`config.mk`:
```
export PLATFORM = sky130hd
export DESIGN_NAME = valu_seq
export DESIGN_NICKNAME = d
export VERILOG_FILES = /design/src/rtl/valu_seq.sv
export SDC_FILE = /design/constraint.sdc
export NUM_CORES = 1
export LEC_CHECK = 0
export ABC_CLOCK_PERIOD_IN_PS = 21200
export BUFFER_PORTS_ARGS = -buffer_cell sky130_fd_sc_hd__buf_2
export CORE_UTILIZATION = 45
export DETAILED_ROUTE_END_ITERATION = 8
export GPL_TIMING_DRIVEN = 0
export MAX_ROUTING_LAYER = met4
export PLACE_DENSITY_LB_ADDON = 0.1
export REMOVE_ABC_BUFFERS = 1
export SYNTH_ARGS = -nofsm -noshare
export SYNTH_HDL_FRONTEND = slang
export SYNTH_SLANG_ARGS = --single-unit
```
`constraint.sdc`:
```
create_clock -name clk -period 21.2 [get_ports clk]
set_clock_uncertainty 0.1 [all_clocks]
set_input_delay 4.24 -clock clk [delete_from_list [all_inputs] [get_ports clk]]
set_output_delay 4.24 -clock clk [all_outputs]
set_load 0.02 [all_outputs]
```
`src/rtl/valu_seq.sv`:
```
// valu_seq: runs one vector operation on a single shared 8-bit ALU (alu_8),
// one element per cycle, and returns the packed result over valid/ready.
//
// Ports:
//   clk, rst            clock; asynchronous active-high reset
//   req_valid/req_ready request handshake (ready only in IDLE, gated by rst)
//   req_ctl             ALU opcode, forwarded unmodified to alu_ctl
//   req_len             active element count, clamped to LANES
//   req_scalar          broadcast element 0 of req_b as every b operand
//   req_a, req_b        packed operand vectors, element i = bits [8i+7:8i]
//   resp_valid/ready    response handshake; resp_data is the packed result
//   busy                high while an operation is in RUN or DONE
//   alu_ctl/a/b         drive the external alu_8
//   alu_out             combinational result from alu_8
module valu_seq #(
  parameter int LANES = 8,
  parameter int LEN_W = $clog2(LANES + 1),
  parameter int IDX_W = $clog2(LANES)
) (
  input  logic               clk,
  input  logic               rst,
  input  logic               req_valid,
  output logic               req_ready,
  input  logic [3:0]         req_ctl,
  input  logic [LEN_W-1:0]   req_len,
  input  logic               req_scalar,
  input  logic [8*LANES-1:0] req_a,
  input  logic [8*LANES-1:0] req_b,
  output logic               resp_valid,
  input  logic               resp_ready,
  output logic [8*LANES-1:0] resp_data,
  output logic               busy,
  output logic [3:0]         alu_ctl,
  output logic [7:0]         alu_a,
  output logic [7:0]         alu_b,
  input  logic [7:0]         alu_out
);

  typedef enum logic [1:0] {
    IDLE,
    RUN,
    DONE
  } state_t;

  state_t           state;
  state_t           state_nx;

  logic [IDX_W-1:0] index;
  logic [3:0]       ctl_reg;
  logic [LEN_W-1:0] len_reg;
  logic             scalar_reg;
  logic [7:0]       a_reg   [LANES];
  logic [7:0]       b_reg   [LANES];
  logic [7:0]       res_reg [LANES];

  logic             accept;
  logic             last;
  logic [LEN_W-1:0] len_clamped;

  assign req_ready  = (state == IDLE) & ~rst;
  assign resp_valid = (state == DONE);
  assign busy       = (state != IDLE);
  assign accept     = req_valid & req_ready;

  always_comb begin
    len_clamped = req_len;
    if (req_len > LEN_W'(LANES)) len_clamped = LEN_W'(LANES);
  end

  // len_reg is never 0 while in RUN, so len_reg-1 cannot underflow here.
  assign last = (LEN_W'(index) == (len_reg - LEN_W'(1)));

  // State register
  always_ff @(posedge clk or posedge rst) begin
    if (rst) state <= IDLE;
    else     state <= state_nx;
  end

  // Next-state logic
  always_comb begin
    state_nx = state;
    unique case (state)
      IDLE: begin
        if (accept) state_nx = (len_clamped == '0) ? DONE : RUN;
      end
      RUN: begin
        if (last) state_nx = DONE;
      end
      DONE: begin
        if (resp_ready) state_nx = IDLE;
      end
      default: state_nx = IDLE;
    endcase
  end

  // Captured request and result registers
  always_ff @(posedge clk or posedge rst) begin
    if (rst) begin
      index      <= '0;
      ctl_reg    <= '0;
      len_reg    <= '0;
      scalar_reg <= 1'b0;
      for (int unsigned i = 0; i < LANES; i++) begin
        a_reg[i]   <= '0;
        b_reg[i]   <= '0;
        res_reg[i] <= '0;
      end
    end else begin
      if (state == IDLE && accept) begin
        index      <= '0;
        ctl_reg    <= req_ctl;
        len_reg    <= len_clamped;
        scalar_reg <= req_scalar;
        for (int unsigned i = 0; i < LANES; i++) begin
          a_reg[i]   <= req_a[8*i +: 8];
          b_reg[i]   <= req_b[8*i +: 8];
          // Clearing here keeps lanes at or above len_reg reading as 0.
          res_reg[i] <= '0;
        end
      end else if (state == RUN) begin
        res_reg[index] <= alu_out;
        if (!last) index <= index + IDX_W'(1);
      end
    end
  end

  // ALU drive: operands only in RUN, opcode always reflects ctl_reg
  always_comb begin
    alu_ctl = ctl_reg;
    alu_a   = '0;
    alu_b   = '0;
    if (state == RUN) begin
      alu_a = a_reg[index];
      alu_b = scalar_reg ? b_reg[0] : b_reg[index];
    end
  end

  always_comb begin
    resp_data = '0;
    for (int unsigned i = 0; i < LANES; i++) begin
      resp_data[8*i +: 8] = res_reg[i];
    end
  end

endmodule
```
After elaboration in Yosys (flattened, before gate mapping)
Cells that the tools add are included.
- output and inout bits: 87
- flip-flop bits (word level): 206
- bits of input ports: 149
- bits in writable memories: 0
- memories kept: 0
- logic and storage cells: 76
- memory bits (read-only): 0
- bits in latches: 0
- magnitude comparators: 3
- multiply operators: 0
- $add $sub $neg: 2
- mux-type cells: 23
- bitwise operators: 4
- equality and inequality tests: 7
- reduce and logical (&&, ||, !) cells: 8
- div/mod/pow operators: 0
- shift-type cells: 0
- operators with widths (kind ; number):
    $mux W64 ; 2
    $bwmux W64 ; 1
    $mux W8 ; 8
    $bmux W8 S3 ; 2
    $demux W8 S3 ; 1
    $mux W3 ; 3
    $mux W2 ; 4
    $pmux W2 S3 ; 1
    $eq A3 B4 Y1 ; 1
    $ge A4 B4 Y1 const B ; 1
    $gt A4 B4 Y1 const B ; 1
    $logic_not A4 Y1 ; 1
    $lt A4 B1 Y1 const B ; 1
    $mux W4 ; 1
    $ne A2 B1 Y1 const B ; 2
    $ne A2 B2 Y1 const B ; 2
    $not A3 Y4 ; 1
    $reduce_bool A2 Y1 ; 2
    $sub A4 B1 Y4 const B ; 1
    $add A3 B1 Y3 const B ; 1
    $reduce_and A3 Y1 ; 1
    $and A1 B1 Y1 ; 2
    $eq A2 B1 Y1 const B ; 1
    $eq A2 B2 Y1 const B ; 1
    4 further kinds ; 5

Longest topological paths before layout
Gate-level depths: netlist (run 1).
- depth after elaboration: 8
- depth in mapped cells: 7
- mapped depth without buffers: 6

Worst setup path after synthesis (run 1)
No wires, ideal clock.
- kind: in2out
- from: input port rst
- to: output port req_ready
- path buffers: 0
- data required time: 16860 ps
- arrival time: 4743 ps
- setup slack: 12117 ps
- stages on the path: 1
- path through: nor3_1
- word-level cells in the longest chain between the ends: 2
- RTL lines (element ; line ; RTL):
    from (decl) ; 21 ; input logic rst,
    $not A1 Y1 ; 60 ; assign req_ready = (state == IDLE) & ~rst;
    $and A1 B1 Y1 ; 60 ;
    to (decl) ; 23 ; output logic req_ready,
No other way between the ends.

Worst setup path in the final report (run 1)
Ends and elaborated chain as after synthesis.

==> results of run 1 <==
final cells by class:
class                      instances  area [µm²]  share of cell area (%)
sequential                       206        5160                    46.2
multi-input combinational        647        3580                    32.1
tap                              265         332                    2.97
clock buffer                      34         647                    5.79
antenna                            5        12.5                   0.112
inverter                           5        26.3                   0.235
timing repair buffer             246        1350                    12.1
clock inverter                     6        62.6                   0.560
logic make-up after synthesis:
logic type,Yosys count,share of synthesized area [%]
and+or+nand+nor,490,22.6
xor gates and xnor gates,3,0.458
muxes,32,5.46
adders and majority gates,2,0.277
AOI/OAI and AO/OA,120,10.8
buffers and inverters,63,3.24
DFF,206,57.1
how the worst max path moves through the flow:
stage | start | to | slack, ns | cells past startpoint
2_1_floorplan | rst | a_reg[0] | 11.24 | 1
3_3_place_gp | rst | a_reg[4] | 8.62 | 2
3_5_place_dp | rst | req_ready | 11.90 | 3
4_1_cts | rst | req_ready | 11.90 | 3
5_1_grt | rst | req_ready | 11.82 | 3
6_report | rst | req_ready | 11.90 | 3
worst register-to-register path: stages, from the launching register on:
cell	delay (ns)
dfrtp_4	1.00
nand3b_2	0.36
nor3_2	0.53
nor2_1	0.26
a22o_1	0.25
cells in the mapped netlist, types with 3 or more instances:
master / instances / area share (%)
a21oi_1: 7 / 0.39
a221oi_1: 10 / 0.97
a22o_1: 72 / 7.0
a22oi_1: 10 / 0.83
and2_1: 3 / 0.21
buf_1: 8 / 0.33
buf_2: 21 / 1.2
buf_4: 8 / 0.67
clkbuf_1: 21 / 0.87
dfrtp_1: 206 / 57
inv_1: 4 / 0.17
mux2_2: 18 / 2.2
mux4_2: 12 / 3.0
nand2_1: 417 / 17
nand2b_1: 5 / 0.35
nand3_1: 7 / 0.39
nand3b_1: 3 / 0.25
nor2_1: 18 / 0.75
nor2_2: 5 / 0.35
nor2b_1: 7 / 0.49
nor3_1: 9 / 0.50
nor3_4: 3 / 0.54
o21ai_0: 5 / 0.28
o221ai_1: 3 / 0.29
o22ai_1: 4 / 0.28
power groups by stage:
stage | logic [W] | clock network, W | registers (W)
CTS | 0.000712 | 0.000386 | 0.000694
finish | 0.000702 | 0.000378 | 0.000693
global route | 0.000780 | 0.000403 | 0.000717
global placement | 0.000688 | 0 | 0.000707
detailed placement | 0.000708 | 0 | 0.000699
floorplan | 0.000436 | 0 | 0.000727
routing by layer:
layer / global-route usage [%] / share of wire (%) / vias to the layer above
met5: - / 0 / -
met4: 5.32 / 1.9 / 0
met3: 5.26 / 6.9 / 35
met2: 37.9 / 47 / 252
met1: 32.6 / 45 / 3479
li1: - / - / 3510
stage by stage:
step,total power (W),utilization (%),cells,hold WS [ns]
2_1_floorplan,0.00116,-,858,0.337
4_1_cts,0.00179,57.0,1409,0.372
3_3_place_gp,0.00140,52.4,1358,0.351
5_1_grt,0.00190,57.0,1413,0.383
6_report,0.00177,57.1,1414,0.368
3_5_place_dp,0.00141,53.4,1369,0.357
==> results.toml, run 1 <==
[drt]
drtPass1Iterations = 4
via_per_inst = 5.15
wl_per_cell_um = 16.8
drc = 0
drt_iter0_drc = 308
drtAntennaViolNets = 0
num_vias = 7276
wirelength_um = 23700

[sta]
grt_setup_unrepaired = "no"
setup_viol = 0
fmax_ghz = 0.108
slew_headroom_pct = 26.4
tns_ns = 0
tightest_slew_ns = 1.10
fin_ws_ns = 11.90
period_share_pct = 43.9
slew_violations = 0
finalHoldViolations = 0
post-route-min-period_ns = 9.30

[logic_synthesis]
yosysUniqueCellTypes = 50
synth_edf_count = 0
synthCells = 916
synth_area_um2 = 9020
yosysWarnings = 0
yosysSeqAreaShare_pct = 57.1
async_flop_share_pct = 100
avgSynthCellArea_um2 = 9.85
ys_ff_latch = 206
synth_ff_type = "dfrtp_1"

[power_and_ir_drop]
pwr-share-comb_pct = 39.6
peakVddDrop_mv = 0.0831
seqPwrFrac_pct = 39.1
p_sw_share_pct = 39.0
p_clk_share_pct = 21.3
intPower_w = 0.00108
powerDensity_nw_per_um2 = 159
leakagePower_nw = 5.96
switchingPower_w = 0.000692

[cells_and_area]
area_growth_pct = 23.9
finalNetCount = 1280
final_common_cell = "nand2_1"
final_cell_mix = "416 x nand2_1, 235 x buf_2, 203 x dfrtp_1, 72 x a22o_1, 23 x clkbuf_16"
final_layout_size_suffix_gt1_share_pct = 28.6
fillers = 1804
design_area_um2 = 11200

[clocking]
clock_sinks = 206
cts_setup_buffers = 0
h-tree-depth = 1
cts.clk_slew.worst_paths_ns = 0.05
tritoncts = "built"
cts_buffers = 23
root_buffer = "clkbuf_16"
insertion_delay_ns = 0.50
cts_resized = 0
clk_path_buf_depth = 3
postCtsHoldBufs = 0

[grt]
grt_util_all_layers_pct = 24.3
grt_antenna_before_repair = 5
grt_start_max_net_pins = 105
grt-ovfl-total = 0
grt_pass1_vias = 6999
grt_pass1_wl_um = 37600

[setup_path]
crit_path_frequent_cell = "buf_2"
r2r_start = "index[0]"
cp_max_fo = 3
critPathRequiredTime_ns = 16.86
worstSetupPathType = "input pin to primary output"
crit_buf_inv = 2
cp_top_family = "buffers and inverters"
r2r_slack_ns = 18.57
path_cells = "buf_2 > nor3_1 > buf_2"
end_kind = "primary output"
cp-start-kind = "input pin"
worstRegToRegCells = 4
crit_path_max_incr_delay_ns = 0.32
worstPathArrival_ns = 4.96
r2r-end = "resp_data[14]"
cpMaxStageDelayCell = "nor3_1"

[floorplanning]
row_count = 51
die_w_um = 144
ios = 236
initial_core_util_pct = 46.1
die_area_um2 = 20600
core_region_area_um2 = 19600
die_h_um = 144

[worst_hold_path]
min_path_cells = 2
hp-class = "flip-flop to flip-flop"
min_from = "b_reg[21]"
holdPathEnd = "b_reg[21]"

[place]
dpl_cell_area_um2 = 10500
port_buffers = 235
place_ws_ns = 11.90
hpwl_um = 15400
gp_congestion = 0.774

[job]
drv_cap = 0

[run_status]
status = "complete, no violations"
Note: power is estimated with default switching activity, not from simulation.
==> run 2: changes to the inputs <==
ABC_AREA = 1   (was not set)
ABC_CLOCK_PERIOD_IN_PS = 9000   (was 21200)
clock period = 9 ns   (was 21.2 ns; I/O delays follow)
==> run 2 against run 1 <==
Net effect: critical path depth increased by 2; worst hold slack better by 0.0035 ns; non-clock buffer count is 4 lower; sequential cell count stayed put; routed wire length grew 7.3%; area after synthesis grew 5.1%; first-iteration DRC count is 40% higher; synthesized cell count rose by 30%; combinational power grew 130%; total power is 140% higher; via count rose by 14%; critical path type is now flip-flop to primary output.
==> results.toml, run 2 <==
[run_status]
status = "complete, no violations"

[drt]
wl_per_cell_um = 15.1
num_vias = 8305
via_per_inst = 4.93
drt_iter0_drc = 431
wl_met1_um = 11900
wl_met2_um = 11800
highest_layer = "met4"
drc = 0
wirelength_um = 25400
drtAntennaViolNets = 0
routed-wl-met3_um = 1240
drtPass1Iterations = 7

[setup_path]
cp_top_family = "buffers and inverters"
path_cells = "clkinv_1 > a21oi_1 > o21ai_0 > a21oi_1 > buf_2"
crit_path_max_incr_delay_ns = 1.20
end_kind = "primary output"
cpMaxStageDelayCell = "clkinv_1"
worstPathArrival_ns = 3.44
cp-start-kind = "flip-flop"
crit_buf_inv = 2
cp_max_fo = 34
worstSetupPathType = "flip-flop to primary output"
critPathRequiredTime_ns = 7.10
crit_path_frequent_cell = "a21oi_1"

[logic_synthesis]
synth_area_um2 = 9480
yosysWarnings = 0
yosysUniqueCellTypes = 26
avgSynthCellArea_um2 = 7.94
ys_ff_latch = 206
async_flop_share_pct = 100
synth_edf_count = 0
synth_commonest_cells = "631 x nand2_1, 206 x dfrtp_1, 75 x nand3_1"
yosysSeqAreaShare_pct = 54.4
synth.top_cell.area_share_pct = 54.4
yosysMostFrequentCell = "nand2_1"
yosysTopAreaCell = "dfrtp_1"
synth_area_leaders = "dfrtp_1 54%, nand2_1 25%, nand3_1 4.0%"
synthCells = 1194
synth_ff_type = "dfrtp_1"

[cells_and_area]
design_area_um2 = 11600
multi_input_area_um2 = 3730
final_common_cell = "nand2_1"
finalNetCount = 1539
instances_no_fill = 1684
fillers = 2044
final_layout_size_suffix_gt1_share_pct = 21.1
final_cell_mix = "630 x nand2_1, 235 x buf_2, 204 x dfrtp_1, 75 x nand3_1, 69 x o21ai_0"
area_growth_pct = 22.1
register_area_um2 = 5160

[grt]
grt_pass1_wl_um = 41400
grt_antenna_before_repair = 5
grt_start_max_net_pins = 121
grt_pass1_vias = 7910
grt-ovfl-total = 0
grt_util_all_layers_pct = 24.5

[place]
dpl_cell_area_um2 = 10700
gp_congestion = 0.791
hpwl_um = 15700
port_buffers = 235
dp.cells = 1631

[clocking]
cts_buffers = 25
cts_setup_buffers = 0
clock_sinks = 206
insertion_delay_ns = 0.51
postCtsHoldBufs = 0
cts_resized = 0
tritoncts = "built"
h-tree-depth = 1
cts.clk_slew.worst_paths_ns = 0.06
clk_path_buf_depth = 3
root_buffer = "clkbuf_16"

[sta]
fmax_ghz = 0.187
post-route-min-period_ns = 5.34
grt_setup_unrepaired = "no"
setup_viol = 0
slew_violations = 0
period_share_pct = 59.4
slew_headroom_pct = 9.18
finalHoldViolations = 0
tightest_slew_ns = 1.35
hold_slack_ns = 0.371

[power_and_ir_drop]
powerDensity_nw_per_um2 = 369
leakagePower_nw = 6.37
peakVddDrop_mv = 0.154

[floorplanning]
row_count = 52
die_area_um2 = 21700
die_h_um = 147
initial_core_util_pct = 46.4
die_w_um = 147
core_region_area_um2 = 20400
ios = 236

[job]
drv_cap = 0

[worst_hold_path]
hp-class = "flip-flop to flip-flop"
-- run 2: changes by cell type after synthesis, moves of 13 or more --
cell     previous run  this run
nand2_1           417       631
a22o_1             72         0
nand3_1             7        75
o21ai_0             5        69
a21oi_1             7        48
inv_1               4        27
mux2_2             18         0
o21ai_1             0        16
nand4_1             1        16
buf_6               0        13
-- run 2: kinds of logic after synthesis --
group                    count (synthesis)  synth area share (%)
flip-flops                             206                  54.4
XOR/XNOR                                 2                 0.185
AO/OA/AOI/OAI                          137                  7.30
AND/OR/NAND/NOR                        740                  31.5
adder cells (fa/ha/maj)                  2                 0.264
buffers and inverters                  107                  6.39
-- run 2: final cells by class --
| cell class | count | area share [%] |
|---|---|---|
| Sequential cell | 206 | 44.6 |
| Tap cell | 270 | 2.92 |
| Antenna cell | 7 | 0.151 |
| Clock buffer | 39 | 6.55 |
| Inverter | 32 | 1.15 |
| Timing Repair Buffer | 242 | 11.6 |
| Clock inverter | 7 | 0.821 |
| Multi-Input combinational cell | 881 | 32.2 |
-- run 2: layer usage --
layer	track usage (%)	up-vias
met1	33.1	3853
met2	39.1	231
met5	-	-
met3	3.17	38
li1	-	4183
met4	6.03	0
-- run 2: report_power, final --
group          internal [W]  total (W)  switching [W]
clock              0.000636    0.00103       0.000391
combinational      0.000558    0.00158        0.00102
sequential          0.00136    0.00166       0.000305
-- run 2: worst paths after layout --
| check | startpoint | endpoint | slack [ns] | cells past startpoint |
|---|---|---|---|---|
| setup / recovery | index[1] | alu_a[5] | 3.66 | 5 |
| hold / removal | alu_ctl[2] | alu_ctl[2] | 0.37 | 2 |
| setup reg to reg | index[1] | resp_data[39] | 5.96 | 4 |
| hold reg to reg | alu_ctl[2] | alu_ctl[2] | 0.37 | 2 |
| max in group asynchronous | rst | resp_data[46] | 6.53 | 3 |
| min in group asynchronous | rst | state[0] | 1.36 | 2 |
-- run 2: stage by stage --
stage	power (W)	setup slack, ns	utilization [%]	setup TNS [ns]
6_report	0.00427	3.66	56.7	0
5_1_grt	0.00460	3.43	56.7	0
4_1_cts	0.00432	3.61	56.6	0
3_5_place_dp	0.00327	4.16	52.4	0
3_3_place_gp	0.00325	-3.19	51.5	-630.18
2_1_floorplan	0.00272	1.23	-	0
-- run 2: worst reg2reg max path: cells and delay by family, from the launching register on --
kind / cells / cell delay [ns]
AOI/OAI and AO/OA: 1 / 0.10
buffers and inverters: 1 / 1.21
DFF: 1 / 0.69
and+or+nand+nor: 2 / 0.88
